File: src/rtl/he_hssi_avmm_port_router.sv
// he_hssi_avmm_port_router: steers one upstream AVMM master to one of NUM_CH channel slaves.
// Define HE_HSSI_AVMM_TIMEOUT_EN to abort ISSUE after TIMEOUT_CYCLES stalled cycles.
module he_hssi_avmm_port_router #(
    parameter int NUM_CH         = 16,
    parameter int AVMM_ADDR_W    = 16,
    parameter int AVMM_DATA_W    = 32,
    parameter int SEL_W          = 6,
    parameter int WAIT_PIPE      = 3,
    parameter int TIMEOUT_CYCLES = 1024
) (
    input  logic                          clk,
    input  logic                          softreset,
    input  logic [AVMM_ADDR_W-1:0]        i_avmm_addr,
    input  logic                          i_avmm_read,
    input  logic                          i_avmm_write,
    input  logic [AVMM_DATA_W-1:0]        i_avmm_writedata,
    output logic [AVMM_DATA_W-1:0]        o_avmm_readdata,
    output logic                          o_avmm_waitrequest,
    input  logic [SEL_W-1:0]              i_port_sel,
    input  logic                          i_port_swap_en,
    output logic [AVMM_ADDR_W-1:0]        o_ch_addr,
    output logic [AVMM_DATA_W-1:0]        o_ch_writedata,
    output logic [NUM_CH-1:0]             o_ch_read,
    output logic [NUM_CH-1:0]             o_ch_write,
    input  logic [NUM_CH*AVMM_DATA_W-1:0] i_ch_readdata,
    input  logic [NUM_CH-1:0]             i_ch_waitrequest,
    input  logic                          i_err_clr,
    output logic                          o_err_badport,
    output logic                          o_err_timeout,
    output logic                          o_busy
);
    typedef enum logic [1:0] {IDLE, ISSUE, PIPE, RESP} state_t;
    state_t                 state_q, state_d, post_issue;
    logic [AVMM_ADDR_W-1:0] addr_q;
    logic [AVMM_DATA_W-1:0] wdata_q, cap_q, cap_d, rdata_q, ch_rdata;
    logic [SEL_W-1:0]       tgt, tgt_q;
    logic [NUM_CH-1:0]      sel_oh;
    logic [3:0]             pipe_q;
    logic                   wr_q, req, bad, ch_wait, accept, abort, pipe_done, err_bad_q;

    assign req        = i_avmm_read | i_avmm_write;
    assign tgt        = i_port_sel ^ {{(SEL_W-1){1'b0}}, i_port_swap_en};
    assign bad        = {1'b0, tgt} >= (SEL_W+1)'(NUM_CH);
    assign sel_oh     = NUM_CH'(1) << tgt_q;
    assign ch_wait    = |(i_ch_waitrequest & sel_oh);
    assign accept     = (state_q == ISSUE) && !ch_wait;
    assign pipe_done  = pipe_q == 4'(WAIT_PIPE - 1);
    assign post_issue = (WAIT_PIPE == 0) ? RESP : PIPE;

    // Select the read data of the latched target channel
    always_comb begin
        ch_rdata = '0;
        for (int n = 0; n < NUM_CH; n++)
            ch_rdata = ch_rdata | ({AVMM_DATA_W{sel_oh[n]}} & i_ch_readdata[n*AVMM_DATA_W +: AVMM_DATA_W]);
    end

`ifdef HE_HSSI_AVMM_TIMEOUT_EN
    localparam int TO_W = $clog2(TIMEOUT_CYCLES + 1);
    logic [TO_W-1:0] to_q;
    logic            err_to_q;
    assign abort         = (state_q == ISSUE) && ch_wait && (to_q == TO_W'(TIMEOUT_CYCLES - 1));
    assign o_err_timeout = err_to_q;
    // Stall counter is zero outside ISSUE so it restarts on every entry; timeout flag is sticky
    always_ff @(posedge clk or posedge softreset) begin
        if (softreset) begin
            to_q     <= '0;
            err_to_q <= 1'b0;
        end else begin
            to_q     <= (state_q == ISSUE) ? to_q + 1'b1 : '0;
            err_to_q <= abort ? 1'b1 : (i_err_clr ? 1'b0 : err_to_q);
        end
    end
`else
    assign abort         = 1'b0;
    assign o_err_timeout = 1'b0;
`endif

    // Captured response: all-ones on bad port or abort, channel data on an accepted read
    always_comb cap_d = ((state_q == IDLE && req && bad) || abort) ? '1 :
                        (accept && !wr_q) ? ch_rdata : cap_q;

    // State register
    always_ff @(posedge clk or posedge softreset) begin
        if (softreset) state_q <= IDLE;
        else           state_q <= state_d;
    end

    // Next-state logic
    always_comb begin
        state_d = state_q;
        case (state_q)
            IDLE:    if (req) state_d = bad ? post_issue : ISSUE;
            ISSUE:   if (accept || abort) state_d = post_issue;
            PIPE:    if (pipe_done) state_d = RESP;
            default: state_d = IDLE;
        endcase
    end

    // Request latch, response capture, pipeline count and sticky bad-port flag
    always_ff @(posedge clk or posedge softreset) begin
        if (softreset) begin
            addr_q    <= '0;
            wdata_q   <= '0;
            wr_q      <= 1'b0;
            tgt_q     <= '0;
            cap_q     <= '0;
            rdata_q   <= '0;
            pipe_q    <= '0;
            err_bad_q <= 1'b0;
        end else begin
            if (state_q == IDLE && req) begin
                addr_q  <= i_avmm_addr;
                wdata_q <= i_avmm_writedata;
                wr_q    <= i_avmm_write;
                tgt_q   <= tgt;
            end
            cap_q     <= cap_d;
            rdata_q   <= (state_d == RESP) ? cap_d : rdata_q;
            pipe_q    <= (state_q == PIPE) ? pipe_q + 4'd1 : 4'd0;
            err_bad_q <= (state_q == IDLE && req && bad) ? 1'b1 : (i_err_clr ? 1'b0 : err_bad_q);
        end
    end

    // Outputs decoded from the current state and latched request
    always_comb begin
        o_avmm_waitrequest = state_q != RESP;
        o_busy             = state_q != IDLE;
        o_ch_read          = (state_q == ISSUE && !wr_q) ? sel_oh : '0;
        o_ch_write         = (state_q == ISSUE && wr_q) ? sel_oh : '0;
        o_ch_addr          = addr_q;
        o_ch_writedata     = wdata_q;
        o_avmm_readdata    = rdata_q;
        o_err_badport      = err_bad_q;
    end
endmodule

File: config.mk
export PLATFORM = sky130hd
export DESIGN_NAME = he_hssi_avmm_port_router
export DESIGN_NICKNAME = d
export VERILOG_FILES = /design/src/rtl/he_hssi_avmm_port_router.sv
export SDC_FILE = /design/constraint.sdc
export NUM_CORES = 1
export LEC_CHECK = 0
export CORE_AREA = 2 2 271 273
export CTS_CLUSTER_SIZE = 25
export DETAILED_ROUTE_END_ITERATION = 8
export DIE_AREA = 0 0 273 275
export PLACE_DENSITY = 0.35
export SLEW_MARGIN = 5
export SYNTH_ARGS = -nofsm -noshare
export SYNTH_HDL_FRONTEND = slang
export SYNTH_SLANG_ARGS = --single-unit
File: constraint.sdc
create_clock -name clk -period 3.9 [get_ports clk]
set_input_delay 0.585 -clock clk [delete_from_list [all_inputs] [get_ports clk]]
set_output_delay 0.585 -clock clk [all_outputs]
set_load 0.1 [all_outputs]
==> key figures <==
Run status
  – Status: finished clean

Synthesis
  – Yosys cell types: 73
  – Cell taking the most area after synthesis: dfrtp_1
  – Mapped Area: about 9100 um2
  – Post-synth ARST share: 1.00
  – Share of the synthesized area in the top cell type: 0.345
  – Synthesized area per cell: 9.67 um2
  – Register area share after synthesis: 0.345
  – Post-synth EDFFs: 0
  – Ys flop type: dfrtp_1
  – Yosys reg bits: about 130
  – Synth warn: 0
  – Count leader, synth: a22oi_1
  – Syn_nets: 1,536
  – Top post-synthesis cells by area: dfrtp_1, mux2_2, a22oi_1
  – Syn Inst Count: between 900 and 1,000
  – Post-synth top cells: a22oi_1, dfrtp_1, mux2_2

Setup path
  – CP Class: reg2out
  – Cell family with the largest share of critical-path delay: simple AND/OR/NAND/NOR gates
  – Worst Setup Start Kind: flop
  – Crit-path cells: buf_4 -> nor4b_2 -> nand2_1 -> nor2_1 -> buf_4
  – Required @ worst endpoint: roughly 3.3 ns
  – Crit path max-delay cell type: nor4b_2
  – CP max stage delay: ~0.84 ns
  – Crit. path cell count: 5
  – CP Capture Type: primary output
  – Cells on worst reg2reg path: 7
  – Worst EP arrival: 2.87 ns
  – CP dominant cell by count: buf_4
  – Crit-path max FO: 23
  – Buffers & Inverters on Critical Path: 2

STA
  – Hold violation total from the final report: 0
  – RSZ-0062 raised after global routing: no
  – Total Neg Setup Slack: 0 ns
  – Fmax: about 290 MHz
  – Slew Limit Fails: 0
  – WHS: between 0.4 and 0.5 ns
  – Final setup fails: 0
  – Fin crit share: 0.885
  – Slew HR: 0.126
  – Minimum clock period after layout: roughly 3.5 ns
  – Skew final: 0.0120 ns
  – Least-Margin Pin Slew: 1.31 ns

Clock network
  – Clock buffer depth: 2
  – Clock Latency Late Sink: 0.45 ns
  – CTS hold repair buffers: 0
  – Post-CTS Setup Repair Bufs: 0
  – Total CTS buffers: 17
  – CTS tree: yes
  – Post_cts resized: 0
  – Clock-pin slew on the worst setup and hold paths: roughly 0.06 ns
  – Clock Root Buffer: clkbuf_16
  – # clock sinks: between 100 and 150
  – H-tree depth: 4

Route
  – TritonRoute pass-1 iters: 5
  – DR vias/cell: 4.37
  – Starting DRT DRC Count: 713
  – Final WL: about 82,000 um
  – DR vias: between 10,000 and 15,000
  – Remaining antenna violation count: 0
  – DRC errors left: 0
  – Avg WL per Cell: about 31 um

GRT
  – Total gr overflow: 0
  – First-pass GRT wire length: around 110,000 um
  – Vias in the first global route: between 10,000 and 15,000
  – Initial antenna violation count: 21
  – Largest net degree at the start of global routing: 58
  – GR Util All Layers: 0.212

Power
  – Leakage power: about 6.6 nW
  – Clk pwr share: 0.133
  – Sequential share of power: 0.183
  – Peak VDD IR: 387 uV
  – Combinational power share: 0.685
  – Power Internal: around 6 mW
  – Sw frac: 0.563
  – NetSw: about 7.7 mW
  – Total power: 13.7 mW
  – Total power divided by cell area: approximately 740 nW/um2

Final layout
  – Fill cells: slightly below 8,000
  – Design area: roughly 18,000 um2
  – Layout cells sized above 1: 0.188
  – Area Overhead vs Synth: 101%
  – Fin nets: around 2,200

Place
  – Placed instance area: 17,700 um2
  – IO buf count: 702
  – DP HPWL: 69,500 um
  – Routability Congestion: roughly 0.9

Hold path
  – Hold Crit Class: reg2reg
  – Worst Hold Depth: 1

Floorplanning
  – Total I/O pin count: around 700
  – DIE HEIGHT: 275 um
  – Standard-cell rows: between 90 and 100
  – Die X: 273 um
  – Die ar.: approximately 75,000 um2
  – Placeable Area: ~72,000 um2
  – Starting Density: 0.126

Run
  – Max cap viols: 0
final timing paths:
path	from	end	slack, ns
min in group asynchronous	softreset	o_avmm_readdata[7]	0.71
worst min register to register	pipe_q[0]	pipe_q[0]	0.49
worst min-delay path	pipe_q[0]	pipe_q[0]	0.49
max in group asynchronous	softreset	cap_q[11]	2.30
worst max register to register	tgt_q[0]	cap_q[15]	0.54
worst max-delay path	tgt_q[3]	o_ch_write[4]	0.45
logic make-up (layout without fill, tap and decap cells):
| group | count (synthesis) | after routing | synth area share |
|---|---|---|---|
| AOI/OAI and AO/OA | 287 | 287 | 0.241 |
| xor gates and xnor gates | 3 | 3 | 0.00287 |
| adders and majority gates | 2 | 2 | 0.00274 |
| buffers and inverters | 94 | 809 | 0.0523 |
| DFF | 126 | 126 | 0.345 |
| muxes | 166 | 166 | 0.204 |
| other | 1 | 11 | 0.000410 |
| and+or+nand+nor | 267 | 267 | 0.151 |
layout make-up:
type	count	area, um2	area share
clock inverter	13	214	0.0116
clock buffer	19	443	0.0241
tap	959	1200	0.0653
sequential	126	3160	0.172
multi-input combinational	726	5600	0.304
inverter	6	26.3	0.00143
antenna	10	25.0	0.00136
timing repair buffer	771	7720	0.420
sequential cells by signal, summed over array words and instances, names as in the netlist:
name	flops
cap_q	32
o_avmm_readdata	32
o_ch_writedata	32
o_ch_addr	16
tgt_q	6
pipe_q	4
state_q	2
o_err_badport	1
wr_q	1
power by group through the flow:
stage | logic, mW | registers, mW | clock network [mW]
after floorplan | 3.01 | 5.28 | 0
after global placement | 9.42 | 2.50 | 0
after detailed placement | 9.44 | 2.52 | 0
after CTS | 9.46 | 2.51 | 1.88
after global routing | 9.76 | 2.60 | 1.93
final | 9.37 | 2.50 | 1.81
per-stage QoR:
stage / std cells / worst slack (ns) / util
detailed placement: 2588 / 0.499 / 0.245
global placement: 2588 / 0.541 / 0.245
global route: 2628 / 0.282 / 0.254
floorplan: 946 / 0.741 / -
CTS: 2620 / 0.426 / 0.254
finish: 2630 / 0.448 / 0.254
per-layer routing:
layer	track usage	up-vias	share of wire
li1	-	5114	-
met1	0.265	5700	0.43
met2	0.343	569	0.46
met3	0.0677	110	0.080
met4	0.0706	12	0.028
met5	0	-	0.00091
placed cells by master, fill, tap and decap left out, types with 13 or more instances in the layout:
master / count
a211oi_1: 15
clkdlybuf4s50_1: 668
nand4_1: 26
clkbuf_16: 17
a211oi_2: 13
mux2_2: 115
a31oi_1: 14
a22o_1: 13
nor2_1: 70
buf_4: 82
nand3_1: 22
nand2_1: 59
buf_12: 21
dfrtp_1: 122
mux2i_1: 46
nor3_1: 32
a21oi_1: 32
a22oi_1: 131
No activity file was read; power rests on OpenSTA's default activity.
